### src/rtl/ycc_pkg.sv
// ycc_pkg: shared constants and pixel types for the YCbCr <-> RGB converters.
// Coefficients are x256 fixed point; sums are carried at ACC_W signed bits.
package ycc_pkg;

    // Inverse-transform coefficient defaults (x256 scale)
    localparam int COEF_R_CR_DEF = 359;  // 1.402
    localparam int COEF_G_CB_DEF = 88;   // 0.344
    localparam int COEF_G_CR_DEF = 183;  // 0.714
    localparam int COEF_B_CB_DEF = 454;  // 1.772

    localparam int CHROMA_OFFSET = 128;
    localparam int FRAC_BITS     = 8;
    localparam int ROUND         = 128;
    localparam int ACC_W         = 19;

    typedef struct packed {
        logic [7:0] y;
        logic [7:0] cb;
        logic [7:0] cr;
    } ycc_pix_t;

    typedef struct packed {
        logic [7:0] r;
        logic [7:0] g;
        logic [7:0] b;
    } rgb_pix_t;

endpackage

### src/rtl/ycbcr_to_rgb_if.sv
// ycbcr_to_rgb_if: valid/ready pixel bus for the YCbCr -> RGB converter.
// slave = converter view, master = source/sink view.
// Optional: YCC2RGB_CLIP_FLAG_EN adds clip_flags {R,G,B}.
interface ycbcr_to_rgb_if;
    logic       in_valid;
    logic       in_ready;
    logic [7:0] luma_ch;
    logic [7:0] cb_ch;
    logic [7:0] cr_ch;
    logic       out_valid;
    logic       out_ready;
    logic [7:0] red_ch;
    logic [7:0] green_ch;
    logic [7:0] blue_ch;
`ifdef YCC2RGB_CLIP_FLAG_EN
    logic [2:0] clip_flags;
`endif

    modport slave (
        input  in_valid, luma_ch, cb_ch, cr_ch, out_ready,
        output in_ready, out_valid, red_ch, green_ch, blue_ch
`ifdef YCC2RGB_CLIP_FLAG_EN
        , output clip_flags
`endif
    );

    modport master (
        output in_valid, luma_ch, cb_ch, cr_ch, out_ready,
        input  in_ready, out_valid, red_ch, green_ch, blue_ch
`ifdef YCC2RGB_CLIP_FLAG_EN
        , input clip_flags
`endif
    );
endinterface

### src/rtl/ycc_clamp_u8.sv
// ycc_clamp_u8: round, drop the fraction bits and saturate a signed
// fixed-point sum to an unsigned 8-bit channel.
// Optional: YCC2RGB_CLIP_FLAG_EN adds the clip output.
module ycc_clamp_u8
    import ycc_pkg::*;
(
    input  logic signed [ACC_W-1:0] acc,
    output logic        [7:0]       pix
`ifdef YCC2RGB_CLIP_FLAG_EN
    ,
    output logic                    clip
`endif
);
    localparam int WHOLE_W = ACC_W - FRAC_BITS;

    logic signed [ACC_W-1:0]   rounded;
    logic signed [WHOLE_W-1:0] whole;
    logic                      neg;
    logic                      over;

    assign rounded = acc + ACC_W'(ROUND);
    assign whole   = WHOLE_W'(rounded >>> FRAC_BITS);
    assign neg     = whole[WHOLE_W-1];
    assign over    = !neg && (|whole[WHOLE_W-2:8]);

    // Saturate to 0..255
    // NOTE: pix gets a default before the branches so no latch is inferred.
    always_comb begin
        pix = whole[7:0];
        if (neg) begin
            pix = '0;
        end else if (over) begin
            pix = '1;
        end
    end

`ifdef YCC2RGB_CLIP_FLAG_EN
    assign clip = neg || over;
`endif

endmodule

### src/rtl/ycbcr_to_rgb.sv
// ycbcr_to_rgb: 3-stage full-range YCbCr -> RGB converter with valid/ready
// on both sides. S1 removes the chroma offset, S2 forms the products, S3
// sums, rounds and clamps into the registered outputs.
// Optional: define YCC2RGB_CLIP_FLAG_EN for per-channel clip_flags.
module ycbcr_to_rgb
    import ycc_pkg::*;
#(
    parameter int COEF_R_CR = COEF_R_CR_DEF,
    parameter int COEF_G_CB = COEF_G_CB_DEF,
    parameter int COEF_G_CR = COEF_G_CR_DEF,
    parameter int COEF_B_CB = COEF_B_CB_DEF
) (
    input logic           clk,
    input logic           rst,
    ycbcr_to_rgb_if.slave bus
);
    localparam logic signed [ACC_W-1:0] K_R_CR = ACC_W'(COEF_R_CR);
    localparam logic signed [ACC_W-1:0] K_G_CB = ACC_W'(COEF_G_CB);
    localparam logic signed [ACC_W-1:0] K_G_CR = ACC_W'(COEF_G_CR);
    localparam logic signed [ACC_W-1:0] K_B_CB = ACC_W'(COEF_B_CB);

    // Stage occupancy and advance
    logic v1, v2, v3;
    logic adv1, adv2, adv3;

    ycc_pix_t in_pix;

    // S1 registers
    logic [7:0]        s1_y;
    logic signed [8:0] s1_dcb;
    logic signed [8:0] s1_dcr;

    // S2 registers
    logic [7:0]              s2_y;
    logic signed [ACC_W-1:0] s2_r_cr;
    logic signed [ACC_W-1:0] s2_g_cb;
    logic signed [ACC_W-1:0] s2_g_cr;
    logic signed [ACC_W-1:0] s2_b_cb;

    // S3 combinational sums and clamped channels
    logic signed [ACC_W-1:0] y_sh;
    logic signed [ACC_W-1:0] sum_r, sum_g, sum_b;
    logic [7:0]              r_d, g_d, b_d;
    rgb_pix_t                rgb_q;
`ifdef YCC2RGB_CLIP_FLAG_EN
    logic [2:0]              clip_d;
    logic [2:0]              clip_q;
`endif

    // A stage moves when it is empty or its successor moves
    assign adv3 = !v3 || bus.out_ready;
    assign adv2 = !v2 || adv3;
    assign adv1 = !v1 || adv2;

    assign bus.in_ready  = adv1;
    assign bus.out_valid = v3;

    assign in_pix = '{y: bus.luma_ch, cb: bus.cb_ch, cr: bus.cr_ch};

    // Per-stage valid bits
    // NOTE: state registers use non-blocking assignments so every stage
    // samples its predecessor's value from before the edge.
    always_ff @(posedge clk or negedge rst) begin
        if (!rst) begin
            v1 <= 1'b0;
            v2 <= 1'b0;
            v3 <= 1'b0;
        end else begin
            if (adv1) v1 <= bus.in_valid;
            if (adv2) v2 <= v1;
            if (adv3) v3 <= v2;
        end
    end

    // S1/S2 datapath: offset removal, then coefficient products
    // NOTE: internal pipeline data carries no reset; the valid bits
    // qualify it, and only the visible outputs must read zero after reset.
    always_ff @(posedge clk) begin
        if (adv1 && bus.in_valid) begin
            s1_y   <= in_pix.y;
            s1_dcb <= $signed({1'b0, in_pix.cb}) - 9'(CHROMA_OFFSET);
            s1_dcr <= $signed({1'b0, in_pix.cr}) - 9'(CHROMA_OFFSET);
        end
        if (adv2 && v1) begin
            s2_y    <= s1_y;
            s2_r_cr <= ACC_W'(s1_dcr) * K_R_CR;
            s2_g_cb <= ACC_W'(s1_dcb) * K_G_CB;
            s2_g_cr <= ACC_W'(s1_dcr) * K_G_CR;
            s2_b_cb <= ACC_W'(s1_dcb) * K_B_CB;
        end
    end

    assign y_sh  = $signed({{(ACC_W-8-FRAC_BITS){1'b0}}, s2_y, {FRAC_BITS{1'b0}}});
    assign sum_r = y_sh + s2_r_cr;
    assign sum_g = y_sh - s2_g_cb - s2_g_cr;
    assign sum_b = y_sh + s2_b_cb;

    ycc_clamp_u8 u_clamp_r (
        .acc  (sum_r),
        .pix  (r_d)
`ifdef YCC2RGB_CLIP_FLAG_EN
        ,
        .clip (clip_d[2])
`endif
    );

    ycc_clamp_u8 u_clamp_g (
        .acc  (sum_g),
        .pix  (g_d)
`ifdef YCC2RGB_CLIP_FLAG_EN
        ,
        .clip (clip_d[1])
`endif
    );

    ycc_clamp_u8 u_clamp_b (
        .acc  (sum_b),
        .pix  (b_d)
`ifdef YCC2RGB_CLIP_FLAG_EN
        ,
        .clip (clip_d[0])
`endif
    );

    // S3 output registers, held while the sink stalls
    always_ff @(posedge clk or negedge rst) begin
        if (!rst) begin
            rgb_q <= '0;
`ifdef YCC2RGB_CLIP_FLAG_EN
            clip_q <= '0;
`endif
        end else if (adv3 && v2) begin
            rgb_q <= '{r: r_d, g: g_d, b: b_d};
`ifdef YCC2RGB_CLIP_FLAG_EN
            clip_q <= clip_d;
`endif
        end
    end

    assign bus.red_ch   = rgb_q.r;
    assign bus.green_ch = rgb_q.g;
    assign bus.blue_ch  = rgb_q.b;
`ifdef YCC2RGB_CLIP_FLAG_EN
    assign bus.clip_flags = clip_q;
`endif

endmodule

### src/flat_wrapper.sv
// flat-port wrapper written by rule: the top's interface ports become plain ports
module ycbcr_to_rgb_flat import ycc_pkg::*;
#(
    parameter int COEF_R_CR = COEF_R_CR_DEF,
    parameter int COEF_G_CB = COEF_G_CB_DEF,
    parameter int COEF_G_CR = COEF_G_CR_DEF,
    parameter int COEF_B_CB = COEF_B_CB_DEF
)
  (clk, rst, bus_in_valid, bus_luma_ch, bus_cb_ch, bus_cr_ch, bus_out_ready, bus_in_ready, bus_out_valid, bus_red_ch, bus_green_ch, bus_blue_ch);
  ycbcr_to_rgb_if bus_i ();
  input logic clk;
  input logic rst;
  input wire logic [$bits(bus_i.in_valid)-1:0] bus_in_valid;
  input wire logic [$bits(bus_i.luma_ch)-1:0] bus_luma_ch;
  input wire logic [$bits(bus_i.cb_ch)-1:0] bus_cb_ch;
  input wire logic [$bits(bus_i.cr_ch)-1:0] bus_cr_ch;
  input wire logic [$bits(bus_i.out_ready)-1:0] bus_out_ready;
  output wire logic [$bits(bus_i.in_ready)-1:0] bus_in_ready;
  output wire logic [$bits(bus_i.out_valid)-1:0] bus_out_valid;
  output wire logic [$bits(bus_i.red_ch)-1:0] bus_red_ch;
  output wire logic [$bits(bus_i.green_ch)-1:0] bus_green_ch;
  output wire logic [$bits(bus_i.blue_ch)-1:0] bus_blue_ch;
  assign bus_i.in_valid = bus_in_valid;
  assign bus_i.luma_ch = bus_luma_ch;
  assign bus_i.cb_ch = bus_cb_ch;
  assign bus_i.cr_ch = bus_cr_ch;
  assign bus_i.out_ready = bus_out_ready;
  assign bus_in_ready = bus_i.in_ready;
  assign bus_out_valid = bus_i.out_valid;
  assign bus_red_ch = bus_i.red_ch;
  assign bus_green_ch = bus_i.green_ch;
  assign bus_blue_ch = bus_i.blue_ch;
  ycbcr_to_rgb #(.COEF_R_CR(COEF_R_CR), .COEF_G_CB(COEF_G_CB), .COEF_G_CR(COEF_G_CR), .COEF_B_CB(COEF_B_CB)) u_core (.clk(clk), .rst(rst), .bus(bus_i));
endmodule
### config.mk
export PLATFORM = sky130hd
export DESIGN_NAME = ycbcr_to_rgb_flat
export DESIGN_NICKNAME = d
export VERILOG_FILES = /design/src/rtl/ycc_pkg.sv /design/src/rtl/ycbcr_to_rgb_if.sv /design/src/rtl/ycc_clamp_u8.sv /design/src/rtl/ycbcr_to_rgb.sv /design/src/flat_wrapper.sv
export SDC_FILE = /design/constraint.sdc
export NUM_CORES = 1
export LEC_CHECK = 0
export BUFFER_PORTS_ARGS = -buffer_cell sky130_fd_sc_hd__buf_4
export CAP_MARGIN = 20
export CORE_MARGIN = 1
export CORE_UTILIZATION = 60
export DETAILED_ROUTE_END_ITERATION = 16
export PLACE_DENSITY = 0.87
export SKIP_CTS_REPAIR_TIMING = 1
export SLEW_MARGIN = 20
export SYNTH_ARGS = -nofsm -noshare
export SYNTH_HDL_FRONTEND = slang
export SYNTH_HIERARCHICAL = 1
export SYNTH_SLANG_ARGS = --single-unit
### constraint.sdc
create_clock -name clk -period 11.39 [get_ports clk]
set_input_delay 1.7085 -clock clk [delete_from_list [all_inputs] [get_ports clk]]
set_output_delay 1.7085 -clock clk [all_outputs]
set_load 0.05 [all_outputs]
==> results of run 1 <==
==> stage by stage <==
stage	std cells	power (uW)
2_1_floorplan	1059	2710
3_3_place_gp	1338	3140
3_5_place_dp	1338	3230
4_1_cts	1370	3850
5_1_grt	1370	4140
6_report	1370	3860
==> worst max-delay path, cell delays in order, from the launching register on <==
cell and delay (ps):
edfxtp_1 980, inv_1 300, ha_1 580, ha_1 240
fa_1 450, fa_1 580, fa_1 440, ha_1 350
inv_1 70, o21ai_0 360, a31oi_1 150, o41ai_1 640
a21oi_1 200, xnor2_1 170
==> path summary, 6_finish.rpt <==
path                             startpoint  cells past startpoint                endpoint  slack, ps
max in group asynchronous               rst                      1    u_core/bus.red_ch[5]       9960
max reg2reg                u_core/s1_dcr[7]                     13      u_core/s2_r_cr[18]       5620
min in group asynchronous               rst                      1  u_core/bus.green_ch[4]       1180
min reg2reg                  u_core/s1_y[2]                      0          u_core/s2_y[2]        420
min                          u_core/s1_y[2]                      0          u_core/s2_y[2]        420
max                        u_core/s1_dcr[7]                     13      u_core/s2_r_cr[18]       5620
==> cell type report <==
class | count | area share
Clock inverter | 15 | 0.0129
Inverter | 191 | 0.0570
Tap cell | 229 | 0.0228
Multi-Input combinational cell | 748 | 0.576
Sequential cell | 115 | 0.264
Clock buffer | 17 | 0.0339
Timing Repair Buffer | 55 | 0.0329
==> metal layers <==
metal  global-route usage  vias to the layer above
met5                    0                        -
met4                0.115                        0
met3               0.0440                       54
met2                0.447                      258
met1                0.324                     3726
li1                     -                     3719
==> state kept, by name (all words and copies together) (netlist names) <==
register and flops:
u_core/s2_g_cr 16, u_core/s2_b_cb 15, u_core/s2_r_cr 14, u_core/s2_g_cb 11, u_core/bus.blue_ch 8, u_core/bus.green_ch 8, u_core/bus.red_ch 8, u_core/s1_dcb 8
u_core/s1_dcr 8, u_core/s1_y 8, u_core/s2_y 8, u_core/bus.out_valid 1, u_core/v1 1, u_core/v2 1
==> power groups by stage <==
stage	Sequential (uW)	Clock [uW]	Combinational (uW)
after CTS	733	551	2570
final	733	543	2580
after global placement	732	0	2410
after global routing	745	568	2820
after detailed placement	740	0	2490
after floorplan	852	0	1860
==> results.yml, run 1 <==
placement:
  place_ws_ps: 5810
  gp_congestion: 0.883
  hpwlAfterDp_um: 17800
  io_buffers: 53
  placed_area_um2: 12000
sta:
  setup_viol: 0
  fmax_ghz: 0.173
  slew_violations: 0
  finalCritPeriodShare: 0.507
  slew_headroom: 0.365
  finClkSkew_ps: 13.9
  hold_ws_ps: 424
  fin_ws_ps: 5620
  tns_ps: 0
  tightest_slew_ps: 950
  hold_viol_final: 0
  fin_crit_ps: 5770
  rsz0062_at_grt: "false"
pwr:
  ir_drop_mv: 0.173
  power_density_nw_per_um2: 307
  power_frac_seq: 0.190
  pwr-share-comb: 0.669
  clkPwrFrac: 0.141
  cellInternalPower_uw: 2000
  switchingPower_uw: 1860
  netSwitchingFraction: 0.481
  p_leak_uw: 0.00595
yosys:
  syn_nets: 1349
  netlist_area_um2: 11300
  syn_inst: 1059
  synth_area_per_cell_um2: 10.7
  yosysWarningCount: 6
floorplanning:
  start_util: 0.620
  fp-row-count: 49
  die_h_um: 139
  die_w_um: 139
  dieArea_um2: 19400
  ios: 54
  core-area_um2: 18200
clock_network:
  clk_path_buf_depth: 2
  clock_latency_ps: 440
  cts_sinks: 115
  tritoncts: "done"
  clkTransAtPathRegs_ps: 70
  cts_root_buf: "clkbuf_16"
  cts_htree_levels: 4
  cts_buffers: 17
final_layout:
  final_core_util: 0.690
  nFillCells: 1266
  area_growth_pct: 11.2
  most-common-layout-cells: "inv_1 (191), ha_1 (191), xnor2_1 (88), edfxtp_1 (88), fa_1 (71)"
  drive_above_1_share: 0.123
  seq_area_um2: 3320
  multi_input_area_um2: 7240
  stdcell_area_um2: 12600
  num_antenna_cells: 0
  fin_nets: 1418
drt:
  drt_wl_total_um: 24000
  wl_met2_um: 11800
  drtIter0Drc: 610
  vias: 7757
  met3_length_um: 1230
  maxUsedRoutingLayer: "met4"
  viasPerCell: 5.66
  drt-pass1-iter-count: 13
  wl_per_cell_um: 17.5
  drt.antenna.violating_nets: 0
  drc: 6
  drt-met1-wl_um: 10100
grt:
  grt_pass1_vias: 7942
  grt_pass1_wl_um: 39500
  grt_max_degree: 65
  grt_use_total: 0.261
  antenna_found_initial: 0
  overflow: 0
status:
  violations: "DRC"
  status: "finished with violations"
setup_path:
  cp.required_ps: 11550
  end_kind: "flop"
  cp_max_fo: 20
  arrival_ps: 5930
  path_class: "flop to flop"
  cp-start-kind: "flop"
min_path:
  hp-class: "flop to flop"
run:
  maxCapViolCount: 0
Note: power is estimated with default switching activity, not from simulation.
==> run 2: changes to the inputs <==
- clock period: 11.39 -> 5.8 ns (I/O delays scaled with it)
==> results.yml, run 2 (synthesis results as in run 1) <==
final_layout:
  nFillCells: 1225
  num_antenna_cells: 0
  final_core_util: 0.692
  drive_above_1_share: 0.123
  top_regs: "u_core/s2_g_cr: 16 flops, u_core/s2_b_cb: 15 flops, u_core/s2_r_cr: 14 flops"
  most-common-layout-cells: "inv_1 (191), ha_1 (191), xnor2_1 (88), edfxtp_1 (88), fa_1 (71)"
  fin_nets: 1420
  area_growth_pct: 11.5
  largest-register: "u_core/s2_g_cr"
  final_cells: 1372
  stdcell_area_um2: 12600
  largest_reg_flops: 16
grt:
  grt_use_total: 0.257
  antenna_found_initial: 0
  grt_max_degree: 65
  grt_pass1_vias: 7982
  grt_pass1_wl_um: 39200
  overflow: 0
drt:
  wl_per_cell_um: 17.2
  drt_wl_total_um: 23500
  drt-pass1-iter-count: 13
  drc: 6
  drtIter0Drc: 549
  viasPerCell: 5.69
  drt.antenna.violating_nets: 0
  vias: 7810
clock_network:
  clkTransAtPathRegs_ps: 60
  clock_latency_ps: 420
  clk_path_buf_depth: 2
  cts_htree_levels: 4
  cts_buffers: 17
  cts_root_buf: "clkbuf_16"
  tritoncts: "done"
  cts_sinks: 115
min_path:
  hp-class: "input pin to async pin"
placement:
  gp_congestion: 0.856
  io_buffers: 53
  hpwlAfterDp_um: 18200
  dpl.cell_count: 1340
  placed_area_um2: 12000
floorplanning:
  dieArea_um2: 19400
  fp-row-count: 49
  start_util: 0.620
  core-area_um2: 18200
  ios: 54
  die_h_um: 139
  die_w_um: 139
sta:
  hold_viol_final: 0
  tns_ps: 0
  rsz0062_at_grt: "false"
  setup_viol: 0
  tightest_slew_ps: 964
  slew_violations: 0
  fin_crit_ps: 5220
  fmax_ghz: 0.191
  finClkSkew_ps: 9.30
  finalCritPeriodShare: 0.901
  slew_headroom: 0.356
setup_path:
  path_class: "flop to flop"
  arrival_ps: 5380
  cp-start-kind: "flop"
  cp.required_ps: 5960
  end_kind: "flop"
  cp_max_fo: 10
run:
  maxCapViolCount: 0
pwr:
  netSwitchingFraction: 0.477
  ir_drop_mv: 0.391
  total_power_uw: 7580
  clkPwrFrac: 0.141
  cellInternalPower_uw: 3970
  power_frac_seq: 0.189
  power_density_nw_per_um2: 602
  p_leak_uw: 0.00597
  pwr-share-comb: 0.670
  switchingPower_uw: 3610
status:
  violations: "DRC"
  status: "finished with violations"
[run 2: cell count changes in the layout (fill, tap and decap cells not counted)]
| cell | change |
|---|---|
| bufinv_16 | +1 |
| buf_4 | +2 |
| clkinv_1 | +1 |
| inv_8 | -2 |
[run 2: final cells by class]
type | instances | area [um^2] | share of cell area
clock buffer | 17 | 425 | 0.0338
clock inverter | 15 | 174 | 0.0138
inverter | 191 | 717 | 0.0569
multi-input combinational | 748 | 7240 | 0.575
sequential | 115 | 3320 | 0.263
tap | 229 | 287 | 0.0228
timing repair buffer | 57 | 428 | 0.0340
[run 2: metrics by stage]
step | setup WS, ps | hold WS, ps
after CTS | 616 | 351
after global placement | 1040 | 406
final | 577 | 350
after detailed placement | 846 | 406
after global routing | 332 | 366
after floorplan | 995 | 400
[run 2: power by group through the flow]
| stage | registers (uW) | clock network, uW | logic (uW) |
|---|---|---|---|
| final | 1430 | 1070 | 5080 |
| after global routing | 1450 | 1120 | 5560 |
| after CTS | 1430 | 1080 | 5040 |
| after detailed placement | 1440 | 0 | 4920 |
| after global placement | 1430 | 0 | 4740 |
| after floorplan | 1670 | 0 | 3640 |
[run 2: critical path, cell delays in order, from the launching register on]
cell      delay [ps]
edfxtp_1         640
inv_1            110
ha_1             350
xnor2_1          150
ha_1             290
inv_1             50
fa_1             500
inv_1             70
fa_1             440
fa_1             450
ha_1             390
inv_1             70
o21ai_0          360
a31oi_1          160
o41ai_1          600
a21oi_1          180
xnor2_1          160
[run 2: path summary, 6_finish.rpt]
| check | from | endpoint | slack [ps] | cells past startpoint |
|---|---|---|---|---|
| max in group asynchronous | rst | u_core/bus.red_ch[3] | 5200 | 1 |
| min reg2reg | u_core/s1_y[7] | u_core/s2_y[7] | 420 | 0 |
| max | u_core/s1_dcr[1] | u_core/s2_r_cr[18] | 580 | 16 |
| min | rst | u_core/bus.green_ch[2] | 350 | 1 |
| max reg2reg | u_core/s1_dcr[1] | u_core/s2_r_cr[18] | 580 | 16 |
| min in group clk | u_core/s1_y[7] | u_core/s2_y[7] | 420 | 0 |
[run 2: layer usage]
layer / GRT usage / wire length (um)
met5: 0 / 0
met4: 0.0977 / 680
met3: 0.0437 / 1140
met2: 0.443 / 11600
met1: 0.322 / 10200
